## config.mk

```make
export PLATFORM = sky130hd
export DESIGN_NAME = risc_toy_mem_arbiter_flat
export DESIGN_NICKNAME = d
export VERILOG_FILES = /design/src/rtl/risc_toy_mem_arbiter_if.sv /design/src/rtl/risc_toy_mem_arbiter.sv /design/src/flat_wrapper.sv
export SDC_FILE = /design/constraint.sdc
export NUM_CORES = 1
export LEC_CHECK = 0
export BUFFER_PORTS_ARGS = -buffer_cell sky130_fd_sc_hd__buf_2
export CORE_AREA = 4 4 100 102
export CTS_CLUSTER_DIAMETER = 40
export DETAILED_ROUTE_END_ITERATION = 6
export DIE_AREA = 0 0 104 106
export GPL_TIMING_DRIVEN = 0
export HOLD_SLACK_MARGIN = 0.02
export MAX_ROUTING_LAYER = met4
export PLACE_DENSITY = 0.74
export SLEW_MARGIN = 25
export SYNTH_ARGS = -nofsm -noshare
export SYNTH_HDL_FRONTEND = slang
export SYNTH_SLANG_ARGS = --single-unit
```

## constraint.sdc

```tcl
create_clock -name CLK -period 4.1 [get_ports CLK]
set_input_delay 0.41 -clock CLK [delete_from_list [all_inputs] [get_ports CLK]]
set_output_delay 0.41 -clock CLK [all_outputs]
set_load 0.02 [all_outputs]
```

## src/rtl/risc_toy_mem_arbiter_if.sv

```systemverilog
// Bundle of fetch, data and memory-port signals around the RISC_TOY memory arbiter.
// slave is the arbiter's view; master is the pipeline plus memory side.
interface risc_toy_mem_arbiter_if #(
   parameter int AW = 30,
   parameter int DW = 32
);
   logic          I_REQ;
   logic [AW-1:0] I_ADDR;
   logic          I_GNT;
   logic          I_VALID;
   logic [DW-1:0] I_RDATA;
   logic          FLUSH;

   logic          D_REQ;
   logic          D_RW;
   logic [AW-1:0] D_ADDR;
   logic [DW-1:0] D_WDATA;
   logic          D_GNT;
   logic          D_VALID;
   logic [DW-1:0] D_RDATA;

   logic          M_REQ;
   logic          M_RW;
   logic [AW-1:0] M_ADDR;
   logic [DW-1:0] M_WDATA;
   logic [DW-1:0] M_RDATA;

   modport slave (
      input  I_REQ, I_ADDR, FLUSH,
      input  D_REQ, D_RW, D_ADDR, D_WDATA,
      input  M_RDATA,
      output I_GNT, I_VALID, I_RDATA,
      output D_GNT, D_VALID, D_RDATA,
      output M_REQ, M_RW, M_ADDR, M_WDATA
   );

   modport master (
      output I_REQ, I_ADDR, FLUSH,
      output D_REQ, D_RW, D_ADDR, D_WDATA,
      output M_RDATA,
      input  I_GNT, I_VALID, I_RDATA,
      input  D_GNT, D_VALID, D_RDATA,
      input  M_REQ, M_RW, M_ADDR, M_WDATA
   );
endinterface

```

## src/rtl/risc_toy_mem_arbiter.sv

```systemverilog
// Shares one synchronous memory port between instruction fetch and load/store.
// Data wins by default; a saturating starvation counter forces fetch progress.
module risc_toy_mem_arbiter #(
   parameter int AW         = 30,
   parameter int DW         = 32,
   parameter int STARVE_MAX = 4
) (
   input  logic                 CLK,
   input  logic                 RSTN,
   risc_toy_mem_arbiter_if.slave bus
);

   localparam int            CW         = $clog2(STARVE_MAX + 1);
   localparam logic [CW-1:0] STARVE_LIM = CW'(STARVE_MAX);

   typedef enum logic [1:0] {IDLE, RSP_I, RSP_D} rsp_state_t;

   rsp_state_t    state;
   logic          d_rw_q;
   logic [CW-1:0] starve_cnt;
   logic [DW-1:0] i_hold;
   logic [DW-1:0] d_hold;

   logic          ireq_e;
   logic          fetch_forced;
   logic          i_win;
   logic          d_win;
   logic          i_valid;
   logic          d_valid;
   logic          d_rd_rsp;
   logic [AW-1:0] m_addr_n;
   logic [DW-1:0] m_wdata_n;

   // Grants are gated by RSTN so every output reads 0 while reset is held.
   always_comb begin
      ireq_e       = bus.I_REQ & ~bus.FLUSH;
      fetch_forced = (starve_cnt == STARVE_LIM);
      i_win        = RSTN & ireq_e & (~bus.D_REQ | fetch_forced);
      d_win        = RSTN & bus.D_REQ & ~(ireq_e & fetch_forced);

      i_valid      = (state == RSP_I) & ~bus.FLUSH;
      d_valid      = (state == RSP_D);
      d_rd_rsp     = d_valid & ~d_rw_q;

      m_addr_n  = '0;
      m_wdata_n = '0;
      if (i_win) begin
         m_addr_n = bus.I_ADDR;
      end else if (d_win) begin
         m_addr_n  = bus.D_ADDR;
         m_wdata_n = bus.D_WDATA;
      end
   end

   always_comb begin
      bus.I_GNT   = i_win;
      bus.D_GNT   = d_win;
      bus.M_REQ   = i_win | d_win;
      bus.M_RW    = d_win & bus.D_RW;
      bus.M_ADDR  = m_addr_n;
      bus.M_WDATA = m_wdata_n;
      bus.I_VALID = i_valid;
      bus.I_RDATA = i_valid ? bus.M_RDATA : i_hold;
      bus.D_VALID = d_valid;
      bus.D_RDATA = d_rd_rsp ? bus.M_RDATA : d_hold;
   end

   always_ff @(posedge CLK or negedge RSTN) begin
      if (!RSTN) begin
         state      <= IDLE;
         d_rw_q     <= 1'b0;
         starve_cnt <= '0;
         i_hold     <= '0;
         d_hold     <= '0;
      end else begin
         if (i_win)
            state <= RSP_I;
         else if (d_win)
            state <= RSP_D;
         else
            state <= IDLE;

         // Remembered so a write ack leaves the load-data hold register alone.
         d_rw_q <= d_win & bus.D_RW;

         if (i_win | ~ireq_e)
            starve_cnt <= '0;
         else if (starve_cnt != STARVE_LIM)
            starve_cnt <= starve_cnt + CW'(1);

         if (i_valid)
            i_hold <= bus.M_RDATA;
         if (d_rd_rsp)
            d_hold <= bus.M_RDATA;
      end
   end

endmodule

```

## src/flat_wrapper.sv

```systemverilog
// flat-port wrapper written by rule: the top's interface ports become plain ports
module risc_toy_mem_arbiter_flat 
#(
   parameter int AW         = 30,
   parameter int DW         = 32,
   parameter int STARVE_MAX = 4
)
  (CLK, RSTN, bus_I_REQ, bus_I_ADDR, bus_FLUSH, bus_D_REQ, bus_D_RW, bus_D_ADDR, bus_D_WDATA, bus_M_RDATA, bus_I_GNT, bus_I_VALID, bus_I_RDATA, bus_D_GNT, bus_D_VALID, bus_D_RDATA, bus_M_REQ, bus_M_RW, bus_M_ADDR, bus_M_WDATA);
  risc_toy_mem_arbiter_if #(.AW(AW), .DW(DW)) bus_i ();
  input  logic CLK;
  input  logic RSTN;
  input wire logic [$bits(bus_i.I_REQ)-1:0] bus_I_REQ;
  input wire logic [$bits(bus_i.I_ADDR)-1:0] bus_I_ADDR;
  input wire logic [$bits(bus_i.FLUSH)-1:0] bus_FLUSH;
  input wire logic [$bits(bus_i.D_REQ)-1:0] bus_D_REQ;
  input wire logic [$bits(bus_i.D_RW)-1:0] bus_D_RW;
  input wire logic [$bits(bus_i.D_ADDR)-1:0] bus_D_ADDR;
  input wire logic [$bits(bus_i.D_WDATA)-1:0] bus_D_WDATA;
  input wire logic [$bits(bus_i.M_RDATA)-1:0] bus_M_RDATA;
  output wire logic [$bits(bus_i.I_GNT)-1:0] bus_I_GNT;
  output wire logic [$bits(bus_i.I_VALID)-1:0] bus_I_VALID;
  output wire logic [$bits(bus_i.I_RDATA)-1:0] bus_I_RDATA;
  output wire logic [$bits(bus_i.D_GNT)-1:0] bus_D_GNT;
  output wire logic [$bits(bus_i.D_VALID)-1:0] bus_D_VALID;
  output wire logic [$bits(bus_i.D_RDATA)-1:0] bus_D_RDATA;
  output wire logic [$bits(bus_i.M_REQ)-1:0] bus_M_REQ;
  output wire logic [$bits(bus_i.M_RW)-1:0] bus_M_RW;
  output wire logic [$bits(bus_i.M_ADDR)-1:0] bus_M_ADDR;
  output wire logic [$bits(bus_i.M_WDATA)-1:0] bus_M_WDATA;
  assign bus_i.I_REQ = bus_I_REQ;
  assign bus_i.I_ADDR = bus_I_ADDR;
  assign bus_i.FLUSH = bus_FLUSH;
  assign bus_i.D_REQ = bus_D_REQ;
  assign bus_i.D_RW = bus_D_RW;
  assign bus_i.D_ADDR = bus_D_ADDR;
  assign bus_i.D_WDATA = bus_D_WDATA;
  assign bus_i.M_RDATA = bus_M_RDATA;
  assign bus_I_GNT = bus_i.I_GNT;
  assign bus_I_VALID = bus_i.I_VALID;
  assign bus_I_RDATA = bus_i.I_RDATA;
  assign bus_D_GNT = bus_i.D_GNT;
  assign bus_D_VALID = bus_i.D_VALID;
  assign bus_D_RDATA = bus_i.D_RDATA;
  assign bus_M_REQ = bus_i.M_REQ;
  assign bus_M_RW = bus_i.M_RW;
  assign bus_M_ADDR = bus_i.M_ADDR;
  assign bus_M_WDATA = bus_i.M_WDATA;
  risc_toy_mem_arbiter #(.AW(AW), .DW(DW), .STARVE_MAX(STARVE_MAX)) u_core (.CLK(CLK), .RSTN(RSTN), .bus(bus_i));
endmodule
```

Word level (Yosys, flattened, before mapping). Cells that the tools add are included.

Add/sub/neg operators: 1. Eq/ne operators: 4. Multiplexer cells: 10. Bitwise operators: 17. Reduce and logical (&&, ||, !) cells: 1.

Operators by type and width (count): 32-bit two-way mux (4); 30-bit two-way mux (2); 1-bit bitwise AND (9); 3-bit two-way mux (2); 1-bit inverter (5); 2-bit two-way mux (2); 3-bit by 1-bit adder with 3-bit output, second input constant (1); 3-bit == test, second input constant (1); 3-bit inequality test, second input constant (1); 1-bit bitwise OR (3); 2-bit by 1-bit == test with 1-bit output, second input constant (1); 2-bit == test, second input constant (1); 2-bit nonzero test (1).

Register bits: 70. Input bits: 130. Output and inout port bits: 132.

Logic depth before layout (Yosys ltp). Gate-level depths: netlist of the first run.

Word-level depth: 7. Gate-level depth with buffers: 7. Gate-level depth less buffers: 5.

Worst setup path after synthesis of the first run. OpenSTA, ideal clock, no wires.

Path kind: reg2out. Start: reg u_core.starve_cnt[0]. End: out bus_M_ADDR[21]. Arrival time: 1.548 ns. Setup slack: 2.142 ns. Stages on the path, launching flop included: 7. Buffers on the path: 1. Cell sequence: dfrtp_1 > inv_1 > ha_1 > nand2_2 > a211oi_4 > buf_6 > a22o_1.

Elaborated cells between the ends (all ways): 8.

RTL lines: start, declared (line risc_toy_mem_arbiter.sv:20) `logic [CW-1:0] starve_cnt;`; start signal, assigned (line risc_toy_mem_arbiter.sv:89) `starve_cnt <= starve_cnt + CW'(1);`; 3-bit == test (line risc_toy_mem_arbiter.sv:37) `fetch_forced = (starve_cnt == STARVE_LIM);`; 1-bit bitwise OR (line risc_toy_mem_arbiter.sv:38) `i_win = RSTN & ireq_e & (~bus.D_REQ | fetch_forced);`; 1-bit bitwise AND (line risc_toy_mem_arbiter.sv:38); net bus_I_GNT (line flat_wrapper.sv:20) `output wire logic [$bits(bus_i.I_GNT)-1:0] bus_I_GNT;`; 30-bit two-way mux (line risc_toy_mem_arbiter.sv:47) `if (i_win) begin`; end, declared (line flat_wrapper.sv:28) `output wire logic [$bits(bus_i.M_ADDR)-1:0] bus_M_ADDR;`.

The timed path passes the listed nets, and every way through them passes these cells.

Worst setup path in the final report of the first run.
Start: in RSTN. End: out bus_M_ADDR[9].

Word-level cells in the longest chain between the ends: 4. Elaborated cells between the ends (all ways): 6.

Ends and longest elaborated chain: start, declared (line flat_wrapper.sv:11) `input logic RSTN;`; 1-bit bitwise AND (2 in a row) (line risc_toy_mem_arbiter.sv:39) `d_win = RSTN & bus.D_REQ & ~(ireq_e & fetch_forced);`; 30-bit two-way mux (line risc_toy_mem_arbiter.sv:49) `end else if (d_win) begin`; 30-bit two-way mux (*) (line risc_toy_mem_arbiter.sv:47).

Mark *: on every way between the ends. The rest lies on a longest branch, timed or not.

==> results.sh, run 1 <==
export IMPL_status="complete, no violations"
export IMPL_drt_total_wl_mm=10.9
export IMPL_drtIter0Drc=117
export IMPL_antenna_found_initial=1
export IMPL_seq_area_frac_synth=0.504
export IMPL_synth_ff_type="dfrtp_1"
export IMPL_hold_viol_final=0
export IMPL_cts_htree_levels=3
export IMPL_finalNonFillerCells=629
export IMPL_first_pass_iters=4
export IMPL_wl_per_cell_microns=17.3
export IMPL_num_nets_final=644
export IMPL_critPathSlowestCell="dlygate4sd3_1"
export IMPL_drive_gt1_frac=0.698
export IMPL_syn_num_nets=370
export IMPL_slew_headroom=0.696
export IMPL_num_vias=2956
export IMPL_path_cells="dlygate4sd3_1, buf_4, inv_1, a211oi_4, buf_6, a22o_1, buf_2"
export IMPL_synth_cells=238
export IMPL_async_flop_share=1.00
export IMPL_fp_dieW_microns=104
export IMPL_clockBufferDepth=2
export IMPL_ir_drop_mv=0.195
export IMPL_hp_class="in -> reg"
export IMPL_post_cts_buffers=0
export IMPL_yosysWarnings=0
export IMPL_root_buffer="clkbuf_8"
export IMPL_fin_skew_ns=0.00886
export IMPL_area_growth_pct=50.0
export IMPL_timing_fmax_mhz=361
export IMPL_antenna_left=0
export IMPL_cts_tree="built"
export IMPL_multiInputGateArea_sq_mm=0.00150
export IMPL_initial_core_util=0.381
export IMPL_setup_viol=0
export IMPL_overflow=0
export IMPL_insertion_delay_ns=0.35
export IMPL_fill_cells=794
export IMPL_drc=0
export IMPL_cts_buffers=9
export IMPL_syn_area_sq_mm=0.00347
export IMPL_viasPerCell=4.70
export IMPL_min_period_ns=2.77
export IMPL_worst_path_max_fanout=31
export IMPL_clock_sinks=70
export IMPL_critPathLaunchType="primary input"
export IMPL_p_leak_uw=0.00289
export IMPL_track_usage=0.200
export IMPL_grt_setup_unrepaired="false"
export IMPL_arrival_ns=2.36
export IMPL_design_core_area_sq_mm=0.00911
export IMPL_path_class="in -> out"
export IMPL_clk_pin_slew_ns=0.07
export IMPL_placementRows=35
export IMPL_synth_enable_flop_cells=0
export IMPL_tns_ns=0
export IMPL_max_cap_violations=0
export IMPL_fp_dieArea_sq_mm=0.0110
export IMPL_grt_pass1_wl_mm=16.7
export IMPL_dp_cells=611
export IMPL_synth_seq_cells=70
export IMPL_portBuffers=261
export IMPL_die_h_microns=106
export IMPL_layout_area_seq_sq_mm=0.00175
export IMPL_worst_pin_slew_ns=0.455
export IMPL_cp_required_ns=3.69
export IMPL_boundaryPins=262
export IMPL_place_congestion=0.972
export IMPL_synthDistinctLibCells=26
export IMPL_report_final_slew_viol_count=0
export IMPL_fin_crit_sh=0.677
export IMPL_grt_max_degree=46
export IMPL_synth_avg_cell_area_sq_um=14.6
export IMPL_worstSetupEndpointType="primary output"
export IMPL_dp_hpwl_mm=8.91
export IMPL_cpPeakStageDelay_ns=0.53
export IMPL_grt_pass1_vias=3191
export IMPL_pwr_density_cell_mw_per_mm2=445
cell type report:
cell class / count / area share
timing repair buffer: 263 / 0.257
buffer: 17 / 0.0406
multi-input combinational: 148 / 0.288
clock buffer: 11 / 0.0291
inverter: 3 / 0.00216
tap: 111 / 0.0267
sequential: 70 / 0.336
antenna: 1 / 0.000480
clock inverter: 5 / 0.0199
final timing paths:
| kind | cells past startpoint | start | to | slack, ns |
|---|---|---|---|---|
| max | 7 | RSTN | bus_M_ADDR[9] | 1.33 |
| min | 2 | bus_D_RW | u_core.d_rw_q$_DFF_PN0_ | 0.30 |
| max reg2reg | 7 | u_core.starve_cnt[0]$_DFFE_PN0P_ | u_core.d_rw_q$_DFF_PN0_ | 2.44 |
| min reg2reg | 1 | u_core.i_hold[6]$_DFF_PN0_ | u_core.i_hold[6]$_DFF_PN0_ | 0.49 |
| max in group asynchronous | 3 | RSTN | u_core.i_hold[28]$_DFF_PN0_ | 3.00 |
| min in group asynchronous | 2 | RSTN | u_core.i_hold[8]$_DFF_PN0_ | 0.55 |
through the flow:
step / worst slack [ns] / hold slack (ns) / area (sq um) / util / power (uW)
final: 1.33 / 0.301 / 5210 / 0.572 / 2320
after global routing: 1.15 / 0.277 / 5210 / 0.572 / 2430
after CTS: 1.30 / 0.277 / 5210 / 0.572 / 2350
after detailed placement: 1.87 / 0.357 / 4940 / 0.542 / 1630
after global placement: 0.879 / 0.461 / 4920 / 0.540 / 1610
after floorplan: 2.14 / 0.114 / 3470 / - / 1340
cell usage after synthesis, types with 2 or more instances:
library cell | number | area share
dfrtp_1 | 70 | 0.50
and2_1 | 33 | 0.059
a22o_1 | 30 | 0.076
mux2_4 | 30 | 0.13
mux2_2 | 29 | 0.094
buf_6 | 13 | 0.042
mux2_1 | 5 | 0.016
buf_12 | 3 | 0.017
inv_1 | 3 | 0.0032
ha_1 | 2 | 0.0072
nand3_1 | 2 | 0.0029
nor2b_4 | 2 | 0.0079
o211a_1 | 2 | 0.0058
or3_1 | 2 | 0.0036
placed cells by master (no fill, tap or decap):
cell	n
a21oi_1	1
and2_1	33
inv_1	3
nand2b_4	1
nand3b_1	1
a31oi_1	1
ha_1	2
o211a_1	2
mux2_4	30
nor3b_4	1
clkbuf_8	11
diode_2	1
nor2b_4	2
buf_12	4
o21ai_0	1
inv_6	1
or2_2	1
clkinv_2	1
nand3_1	2
nand2_2	1
nor3_1	1
o211ai_1	1
bufinv_16	3
dlygate4sd3_1	1
a22o_1	30
dfrtp_1	70
buf_6	13
buf_4	1
mux2_2	29
a211oi_4	1
mux2_1	5
or3_1	2
buf_2	261
logic make-up after synthesis:
kind of cell	synth area share
flip-flops	0.504
multiplexers	0.240
AND/OR/NAND/NOR	0.0904
AO/OA/AOI/OAI	0.0940
buffers and inverters	0.0641
adder cells (fa/ha/maj)	0.00720
flip-flops by register name (all words and copies together), names as in the netlist:
signal and flops:
u_core.d_hold 32, u_core.starve_cnt 3, u_core.i_hold 32, u_core.d_rw_q 1
u_core.state 2
per-layer routing:
metal	global-route usage	vias up	routed length, microns	part of all wire
met3	0.0449	16	643	0.059
met4	0.0845	0	232	0.021
li1	-	1394	-	-
met5	-	-	0	0
met1	0.212	1400	4120	0.38
met2	0.362	146	5880	0.54
worst max-delay path, delay by kind of cell:
| family | cells | cell delay (ns) |
|---|---|---|
| buffers and inverters | 5 | 1.42 |
| AO/OA/AOI/OAI | 2 | 0.52 |
power breakdown:
group	total (uW)	internal [uW]	switching, uW
Sequential	861	823	37.9
Clock	703	439	264
Combinational	753	328	425
Total	2320	1590	728
repair_timing:
item / CTS / global route
hold buffers: 1 / 0
hold endpoints to repair: 25 / 0
resized for setup: 0 / 0
Note: power is estimated with default switching activity, not from simulation.
==> run 2: changes to the inputs <==
- CORE_AREA: 4 4 100 102 -> default
- CORE_ASPECT_RATIO: default -> 1.4
- CORE_MARGIN: default -> 4
- CORE_UTILIZATION: default -> 36
- DIE_AREA: 0 0 104 106 -> default
- PLACE_DENSITY: 0.74 -> 0.73
- clock period: 4.1 -> 2.5 ns (I/O delays scaled with it)
==> run 2 against run 1 <==
Effect of this change:
- sequential share of layout area shrank 0.43 points
- combinational power is 67% higher
- power up 65%
- critical endpoint is now bus_M_ADDR[7]
==> results.sh, run 2 (synthesized netlist as in run 1, its figures left out) <==
export IMPL_slew_headroom=0.668
export IMPL_placed_cell_area_sq_mm=0.00495
export IMPL_grt_pass1_vias=3218
export IMPL_antenna_found_initial=1
export IMPL_num_nets_final=647
export IMPL_drive_gt1_frac=0.696
export IMPL_clock_sinks=70
export IMPL_cts_htree_levels=3
export IMPL_path_class="in -> out"
export IMPL_first_pass_iters=4
export IMPL_clk_pin_slew_ns=0.05
export IMPL_timing_fmax_mhz=420
export IMPL_drt_total_wl_mm=12.2
export IMPL_worst_path_max_fanout=27
export IMPL_insertion_delay_ns=0.32
export IMPL_arrival_ns=2.13
export IMPL_worst_pin_slew_ns=0.497
export IMPL_fp_dieW_microns=91.0
export IMPL_cp_required_ns=2.25
export IMPL_dp_hpwl_mm=10.3
export IMPL_clockBufferDepth=2
export IMPL_boundaryPins=262
export IMPL_pwr_density_cell_mw_per_mm2=725
export IMPL_final_common_cell="buf_2"
export IMPL_fin_skew_ns=0.00600
export IMPL_r2r_end="u_core.d_rw_q$_DFF_PN0_"
export IMPL_fill_cells=827
export IMPL_root_buffer="clkbuf_16"
export IMPL_grt_max_degree=54
export IMPL_antenna_left=0
export IMPL_hold_start="bus_M_RDATA[15]"
export IMPL_layout_common_cells="buf_2 (262), dfrtp_1 (70), and2_1 (33)"
export IMPL_status="complete, no violations"
export IMPL_min_period_ns=2.38
export IMPL_cts_buffers=9
export IMPL_place_congestion=0.781
export IMPL_design_core_area_sq_mm=0.00946
export IMPL_portBuffers=261
export IMPL_hp_class="in -> reg"
export IMPL_top_regs="u_core.d_hold x32, u_core.i_hold x32, u_core.starve_cnt x3"
export IMPL_grt_setup_unrepaired="false"
export IMPL_drc=0
export IMPL_cts_tree="built"
export IMPL_max_cap_violations=0
export IMPL_viasPerCell=4.80
export IMPL_hold_path_depth=2
export IMPL_setup_viol=0
export IMPL_fin_crit_sh=0.953
export IMPL_r2r_start="u_core.starve_cnt[0]$_DFFE_PN0P_"
export IMPL_overflow=0
export IMPL_report_final_slew_viol_count=0
export IMPL_cts_resized=0
export IMPL_worstSetupEndpointType="primary output"
export IMPL_ir_drop_mv=0.301
export IMPL_wl_per_cell_microns=19.4
export IMPL_hold_viol_final=0
export IMPL_drtIter0Drc=51
export IMPL_critPathLaunchType="primary input"
export IMPL_hold_path_end="u_core.d_hold[15]$_DFF_PN0_"
export IMPL_grt_pass1_wl_mm=18.2
export IMPL_tns_ns=0
export IMPL_area_growth_pct=51.9
export IMPL_reg2reg_setup_slack_ns=0.80
export IMPL_num_vias=3026
export IMPL_p_leak_uw=0.00293
export IMPL_initial_core_util=0.367
export IMPL_die_h_microns=124
export IMPL_placementRows=42
export IMPL_design_area_sq_mm=0.00528
export IMPL_track_usage=0.217
export IMPL_reg2reg_depth=7
export IMPL_fp_dieArea_sq_mm=0.0113
run 2: cell types whose count changed in the layout (fill, tap and decap cells not counted), sizes merged:
cell / change
buf: +2
bufinv: -3
clkbuf: +3
clkinv: +2
inv: -1
run 2: worst max-delay path by stage:
stage,from,endpoint,depth (start not counted)
2_1_floorplan,u_core.starve_cnt[0]$_DFFE_PN0P_,bus_M_ADDR[21],6
3_3_place_gp,RSTN,bus_M_ADDR[7],6
3_5_place_dp,RSTN,bus_M_ADDR[7],7
4_1_cts,RSTN,bus_M_ADDR[7],8
5_1_grt,RSTN,bus_M_ADDR[3],8
6_report,RSTN,bus_M_ADDR[7],8
run 2: final cells by class:
class | instances | area, sq um | share of cell area
Inverter | 3 | 11.3 | 0.00213
Sequential cell | 70 | 1750 | 0.332
Clock buffer | 13 | 260 | 0.0493
Multi-Input combinational cell | 148 | 1500 | 0.284
Buffer | 17 | 211 | 0.0401
Antenna cell | 1 | 2.50 | 0.000474
Timing Repair Buffer | 266 | 1380 | 0.262
Tap cell | 110 | 138 | 0.0261
Clock inverter | 3 | 18.8 | 0.00356
run 2: what timing repair did:
item / CTS / global route
setup buffers: 0 / 1
endpoints found under the setup margin: 0 / 28
hold endpoints to repair: 22 / 0
hold buffers: 2 / 0
run 2: worst max-delay path: stages:
cell and delay [ns]:
dlygate4sd3_1 0.52, buf_4 0.16, buf_16 0.18, inv_1 0.12, a211oi_4 0.35, buf_6 0.19, a22o_1 0.14, buf_2 0.19
run 2: per-stage QoR:
stage	hold slack [ns]	std cells	power [uW]	setup WS, ns	utilization
after floorplan	-0.0456	238	2200	0.702	-
after global placement	0.463	609	2650	-0.423	0.520
after detailed placement	0.169	610	2700	0.337	0.523
after CTS	0.164	628	3880	0.0305	0.555
after global routing	0.172	631	4010	0.0293	0.558
final	0.181	631	3830	0.117	0.558
run 2: metal layers:
layer	track usage	part of all wire
met1	0.256	0.41
met2	0.367	0.52
met3	0.0587	0.065
met4	0.0560	0.0051
met5	-	0
run 2: report_power, final:
| group | internal [uW] | switching (uW) | leakage (uW) |
|---|---|---|---|
| clock network | 723 | 429 | 0.000140 |
| logic | 543 | 713 | 0.00193 |
| registers | 1350 | 64.0 | 0.000855 |
